`src/rtl/hex_disp_pkg.sv`:
```
// Shared constants, state encoding and index helpers for the six-digit HEX
// scroller and its prescaler.
package hex_disp_pkg;

  localparam int HEX_DIGITS = 6;
  localparam int BUF_DEPTH  = 16;

  localparam logic [HEX_DIGITS-1:0] BLANK_ALL = 6'b111111;

  typedef logic [1:0] state_t;

  localparam state_t IDLE   = 2'd0;
  localparam state_t SHOW   = 2'd1;
  localparam state_t SCROLL = 2'd2;

  // Lengths above the buffer depth are treated as a full buffer.
  function automatic logic [4:0] clamp_len(input logic [4:0] v);
    return (v > 5'(BUF_DEPTH)) ? 5'(BUF_DEPTH) : v;
  endfunction

  // (pos + k) mod len with a single conditional subtract. The result is in range
  // because pos < len and k < len whenever the index is actually displayed.
  function automatic logic [3:0] win_index(input logic [3:0] p, input int k,
                                           input logic [4:0] len);
    logic [4:0] sum;
    sum = {1'b0, p} + 5'(k);
    return (sum >= len) ? 4'(sum - len) : sum[3:0];
  endfunction

endpackage

```
`src/rtl/hex_tick_gen.sv`:
```
// Free-running prescaler that emits a one-cycle tick every DIV clocks; clr
// restarts the count so the first step after a restart is a full period away.
module hex_tick_gen #(
  parameter int DIV = 12500000
) (
  input  logic clk,
  input  logic rst_n,
  input  logic clr,
  output logic tick
);

  localparam int CW = (DIV > 1) ? $clog2(DIV) : 1;
  localparam logic [CW-1:0] LAST = CW'(DIV - 1);

  logic [CW-1:0] cnt;

  // NOTE: sequential state is written with non-blocking assignments only, so
  // every register samples values from before the edge.
  always_ff @(posedge clk or negedge rst_n) begin
    if (!rst_n) begin
      cnt <= '0;
    end else if (clr || cnt == LAST) begin
      cnt <= '0;
    end else begin
      cnt <= cnt + 1'b1;
    end
  end

  assign tick = (cnt == LAST);

endmodule

```
`src/rtl/hex_scroll_ctrl.sv`:
```
// Six-digit HEX window over a 16-nibble buffer: static for short messages,
// left-scrolling at a prescaled rate for long ones, with per-digit blanking.
module hex_scroll_ctrl
  import hex_disp_pkg::*;
#(
  parameter int DIGITS = HEX_DIGITS,
  parameter int DEPTH  = BUF_DEPTH,
  parameter int DIV    = 12500000
) (
  input  logic                  clk,
  input  logic                  rst_n,
  input  logic                  wr_en,
  input  logic [3:0]            wr_addr,
  input  logic [3:0]            wr_data,
  input  logic                  len_we,
  input  logic [4:0]            len_in,
  input  logic                  start,
  input  logic                  stop,
  output logic                  busy,
  output logic [3:0]            pos,
  output logic                  wrap_pulse,
  output logic [4*DIGITS-1:0]   digit_out,
  output logic [DIGITS-1:0]     blank_out
);

  state_t              state;
  logic [4:0]          len;
  logic [3:0]          mem [DEPTH];
  logic                tick;
  logic                go;
  logic                scroll_entry;
  logic [4:0]          pos_inc;
  logic [3:0]          idx [DIGITS];
  logic [4*DIGITS-1:0] nxt_digit;
  logic [DIGITS-1:0]   nxt_blank;

  // A simultaneous stop always wins over start.
  assign go           = start && !stop;
  assign scroll_entry = (state == IDLE) && go && (len > 5'(DIGITS));
  assign pos_inc      = {1'b0, pos} + 5'd1;

  hex_tick_gen #(.DIV(DIV)) u_tick (
    .clk   (clk),
    .rst_n (rst_n),
    .clr   (scroll_entry),
    .tick  (tick)
  );

  always_ff @(posedge clk or negedge rst_n) begin
    if (!rst_n) begin
      state      <= IDLE;
      len        <= '0;
      pos        <= '0;
      wrap_pulse <= 1'b0;
    end else begin
      wrap_pulse <= 1'b0;
      case (state)
        IDLE: begin
          if (len_we) len <= clamp_len(len_in);
          if (go && len != '0) begin
            state <= (len > 5'(DIGITS)) ? SCROLL : SHOW;
            pos   <= '0;
          end
        end
        SHOW, SCROLL: begin
          if (stop) begin
            state <= IDLE;
            pos   <= '0;
          end else if (state == SCROLL && tick) begin
            if (pos_inc == len) begin
              pos        <= '0;
              wrap_pulse <= 1'b1;
            end else begin
              pos <= pos_inc[3:0];
            end
          end
        end
        default: state <= IDLE;
      endcase
    end
  end

  // NOTE: the buffer is small enough to live in flops, so it is cleared on
  // reset; a RAM-based buffer would instead be left without a reset.
  always_ff @(posedge clk or negedge rst_n) begin
    if (!rst_n) begin
      for (int i = 0; i < DEPTH; i++) mem[i] <= '0;
    end else if (wr_en) begin
      mem[wr_addr] <= wr_data;
    end
  end

  always_comb begin
    for (int k = 0; k < DIGITS; k++) idx[k] = win_index(pos, k, len);
  end

  // NOTE: defaults first so every path assigns both outputs and no latch is
  // inferred.
  always_comb begin
    nxt_digit = '0;
    nxt_blank = BLANK_ALL;
    for (int k = 0; k < DIGITS; k++) begin
      if ((state == SCROLL) || (state == SHOW && 5'(k) < len)) begin
        nxt_digit[4*(DIGITS-1-k) +: 4] = mem[idx[k]];
        nxt_blank[DIGITS-1-k]          = 1'b0;
      end
    end
  end

  always_ff @(posedge clk or negedge rst_n) begin
    if (!rst_n) begin
      digit_out <= '0;
      blank_out <= BLANK_ALL;
      busy      <= 1'b0;
    end else begin
      digit_out <= nxt_digit;
      blank_out <= nxt_blank;
      busy      <= (state != IDLE);
    end
  end

endmodule

```
`config.mk`:
```
export PLATFORM = sky130hd
export DESIGN_NAME = hex_scroll_ctrl
export DESIGN_NICKNAME = d
export VERILOG_FILES = /design/src/rtl/hex_disp_pkg.sv /design/src/rtl/hex_tick_gen.sv /design/src/rtl/hex_scroll_ctrl.sv
export SDC_FILE = /design/constraint.sdc
export NUM_CORES = 1
export LEC_CHECK = 0
export ABC_CLOCK_PERIOD_IN_PS = 7100
export CORE_ASPECT_RATIO = 1.2
export CORE_MARGIN = 4
export CORE_UTILIZATION = 44
export DETAILED_ROUTE_END_ITERATION = 16
export DONT_BUFFER_PORTS = 1
export GPL_ROUTABILITY_DRIVEN = 1
export PLACE_DENSITY_LB_ADDON = 0.3
export SETUP_SLACK_MARGIN = 0.2
export SYNTH_ARGS = -nofsm -noshare
export SYNTH_HDL_FRONTEND = slang
export SYNTH_SLANG_ARGS = --single-unit
```
`constraint.sdc`:
```
create_clock -name clk -period 7.1 [get_ports clk]
set_input_delay 1.42 -clock clk [delete_from_list [all_inputs] [get_ports clk]]
set_output_delay 1.42 -clock clk [all_outputs]
set_load 0.1 [all_outputs]
```
==> results.tsv <==
stage	metric	value	unit
clock_tree	cts_buffer_depth	2	
min_path	min_from	u_tick.cnt[0]$_DFF_PN0_	
floorplanning	chipHeight	175	um
synthesis	synth_warnings	0	
timing	finalSetupViolations	0	
floorplanning	num_rows	60	
run	maxCapViolations	0	
floorplanning	die_x	147	um
timing	timing.max_slew.rel_slack	0.166	
critical_path	crit_chain	buf_4 -> xor2_1 -> inv_1 -> ha_1 -> a21o_1 -> a31oi_1 -> o21ai_1 -> nor2_1 -> a21oi_2 -> mux2_2 -> a2111o_1 -> a221oi_2	
grt	grt_pass1_vias	8450	
grt	grt_usage	0.251	
min_path	min_to	u_tick.cnt[0]$_DFF_PN0_	
clock_tree	clock-sinks	131	
drt	wirelength	32100	um
critical_path	crit_type	reg2reg	
min_path	hold_path.class	reg2reg	
clock_tree	cts_resized	0	
critical_path	path_delay_family	compound AO/OA/AOI/OAI gates	
finish	drive_gt1_frac	0.151	
critical_path	cp_max_fo	16	
synthesis	synth-seq-cells	131	
critical_path	critPathLaunchType	flop	
drt	drc	0	
timing	hold_viol	0	
timing	tightest_slew	1.23	ns
critical_path	slowest_stage	dfrtp_1	
synthesis	avgSynthCellArea	9.41	um^2
drt	drt_iter0_drc	871	
finish	area_growth	8.04	%
grt	grt_start_max_net_pins	132	
clock_tree	cts_root_buf	clkbuf_16	
synthesis	yosysSeqAreaShare	0.321	
timing	slew_viol_final	0	
synthesis	syn_nets	1146	
clock_tree	clk_pin_slew_worst_paths	0.07	ns
critical_path	r2r_setup_slack	2.01	ns
synthesis	ys_async_sr_fraction	1.00	
placement	gp_congestion	0.984	
placement	dp_hpwl	22700	um
drt	firstDrtPassIters	6	
grt	grt_pass1_wl	50300	um
drt	vias	8658	
placement	dp_cells	1361	
synthesis	yosysUniqueCellTypes	78	
timing	layout_min_cycle_time	5.09	ns
critical_path	r2r-start	pos[2]$_DFFE_PN0P_	
synthesis	synthesis.area	0.0102	mm^2
run_status	status	finished clean	
clock_tree	clk_latency	0.43	ns
placement	io_buffer_count	0	
timing	hold_ws	0.487	ns
clock_tree	cts_tree	built	
floorplanning	start_util	0.452	
timing	clock.fmax	197	MHz
critical_path	worst_setup_path_end_kind	flop	
grt	grt_overflow	0	
grt	antenna_found_initial	1	
synthesis	synth_flop_cell	dfrtp_1	
floorplanning	io_pins	55	
critical_path	rr_worst_depth	12	
timing	fin_setup_tns	0	ns
clock_tree	htree_levels	4	
drt	vias_per_cell	6.22	
clock_tree	ctsHoldBuffers	0	
critical_path	cp.required	7.44	ns
critical_path	critPathMaxStageDelay	0.93	ns
floorplanning	die_area	0.0258	mm^2
critical_path	critPathBufInv	2	
floorplanning	fp.coreArea	0.0227	mm^2
drt	final_antenna_net_count	0	
synthesis	synth_edf_count	0	
critical_path	worstPathArrival	5.43	ns
critical_path	r2r-end	digit_out[2]$_DFF_PN0_	
timing	min_period_over_period	0.717	
synthesis	netlist_instances	1089	
min_path	hold_path_depth	1	
clock_tree	cts_setup_buffers	0	
timing	clock_skew	0.0165	ns
finish	nets	1127	
finish	final_cells	1393	
finish	antenna_cells	0	
drt	routedWlPerCell	23.0	um
clock_tree	cts_buffers	17	
timing	rsz0062_at_grt	false	
layer usage:
metal	routed length (um)	track usage	vias to the layer above
met3	2090	0.0464	105
met5	19	0	-
met4	1700	0.132	2
li1	-	-	3945
met2	15200	0.408	368
met1	13100	0.317	4238
cell usage in the layout, fill, tap and decap left out, drive strengths merged, types with 5 or more instances in the layout:
cell,netlist,final
a221oi,14,14
xor2,19,19
dfstp,6,6
buf,27,11
xnor2,15,15
ha,34,34
a21o,9,9
o31ai,5,5
a21oi,29,29
dfrtp,125,125
o211ai,8,8
clkinvlp,0,5
clkbuf,22,19
nand4,25,25
nor2,80,80
nor2b,19,19
mux2,88,88
a211oi,16,16
nand3b,8,8
nand2,146,146
a32oi,5,5
o22ai,7,7
mux2i,169,169
nand3,49,49
a31oi,5,5
nor3,7,7
a22oi,6,6
inv,29,33
o21ai,25,25
and3,7,7
or3,7,7
nand2b,17,17
kinds of logic (layout without fill, tap and decap cells):
group,Yosys count,count (layout),synth area share
adder cells (fa/ha/maj),38,38,0.0493
flip-flops,131,131,0.321
multiplexers,261,261,0.272
AND/OR/NAND/NOR,389,389,0.180
AO/OA/AOI/OAI,158,158,0.114
buffers and inverters,78,72,0.0341
XOR/XNOR,34,34,0.0291
through the flow:
stage	setup slack [ns]	instance area, um^2	util
CTS	2.09	11100	0.488
global route	1.84	11100	0.488
detailed placement	2.11	10500	0.465
global placement	2.20	10500	0.465
floorplan	2.54	10200	-
finish	2.01	11100	0.488
layout make-up:
type                            count  area (um^2)
Fill cell                        2137        11600
Multi-Input combinational cell    880         6670
Sequential cell                   131         3290
Clock buffer                       19          433
Tap cell                          310          388
Inverter                           29          109
Clock inverter                     13          103
Timing Repair Buffer               11         82.6
state kept, by name, summed over array words and instances (netlist names):
register,cells
mem,64
u_tick.cnt,24
state,2
digit_out,24
wrap_pulse,1
blank_out,6
pos,4
len,5
busy,1
cell usage after synthesis, drive strengths merged (17+ instances only):
master | number | area (um^2)
buf | 27 | 156
xor2 | 19 | 166
nand3 | 49 | 245
nand4 | 25 | 156
ha | 34 | 425
nor2 | 80 | 303
nor2b | 19 | 119
dfrtp | 125 | 3130
mux2i | 169 | 1710
clkbuf | 22 | 83.8
nand2 | 146 | 553
mux2 | 88 | 991
inv | 29 | 109
nand2b | 17 | 106
o21ai | 25 | 125
a21oi | 29 | 149
worst max-delay path by stage:
stage	startpoint	endpoint	slack, ns	cells past startpoint
2_1_floorplan	pos[1]$_DFFE_PN0P_	digit_out[8]$_DFF_PN0_	2.54	14
3_3_place_gp	pos[2]$_DFFE_PN0P_	digit_out[17]$_DFF_PN0_	2.20	14
3_5_place_dp	pos[2]$_DFFE_PN0P_	digit_out[2]$_DFF_PN0_	2.11	12
4_1_cts	pos[2]$_DFFE_PN0P_	digit_out[2]$_DFF_PN0_	2.09	12
5_1_grt	pos[2]$_DFFE_PN0P_	digit_out[2]$_DFF_PN0_	1.84	12
6_report	pos[2]$_DFFE_PN0P_	digit_out[2]$_DFF_PN0_	2.01	12
worst register-to-register path, delay by kind of cell (launching register included):
family / cells / cell delay (ns)
compound gates: 6 / 2.14
xor+xnor: 1 / 0.48
fa+ha+maj: 1 / 0.39
buf+inv: 2 / 0.51
flops: 1 / 0.93
mux: 1 / 0.42
simple gates: 1 / 0.11
Power is not shown: default switching activity piles up to over one toggle a cycle in this logic, so the estimate is an artifact.
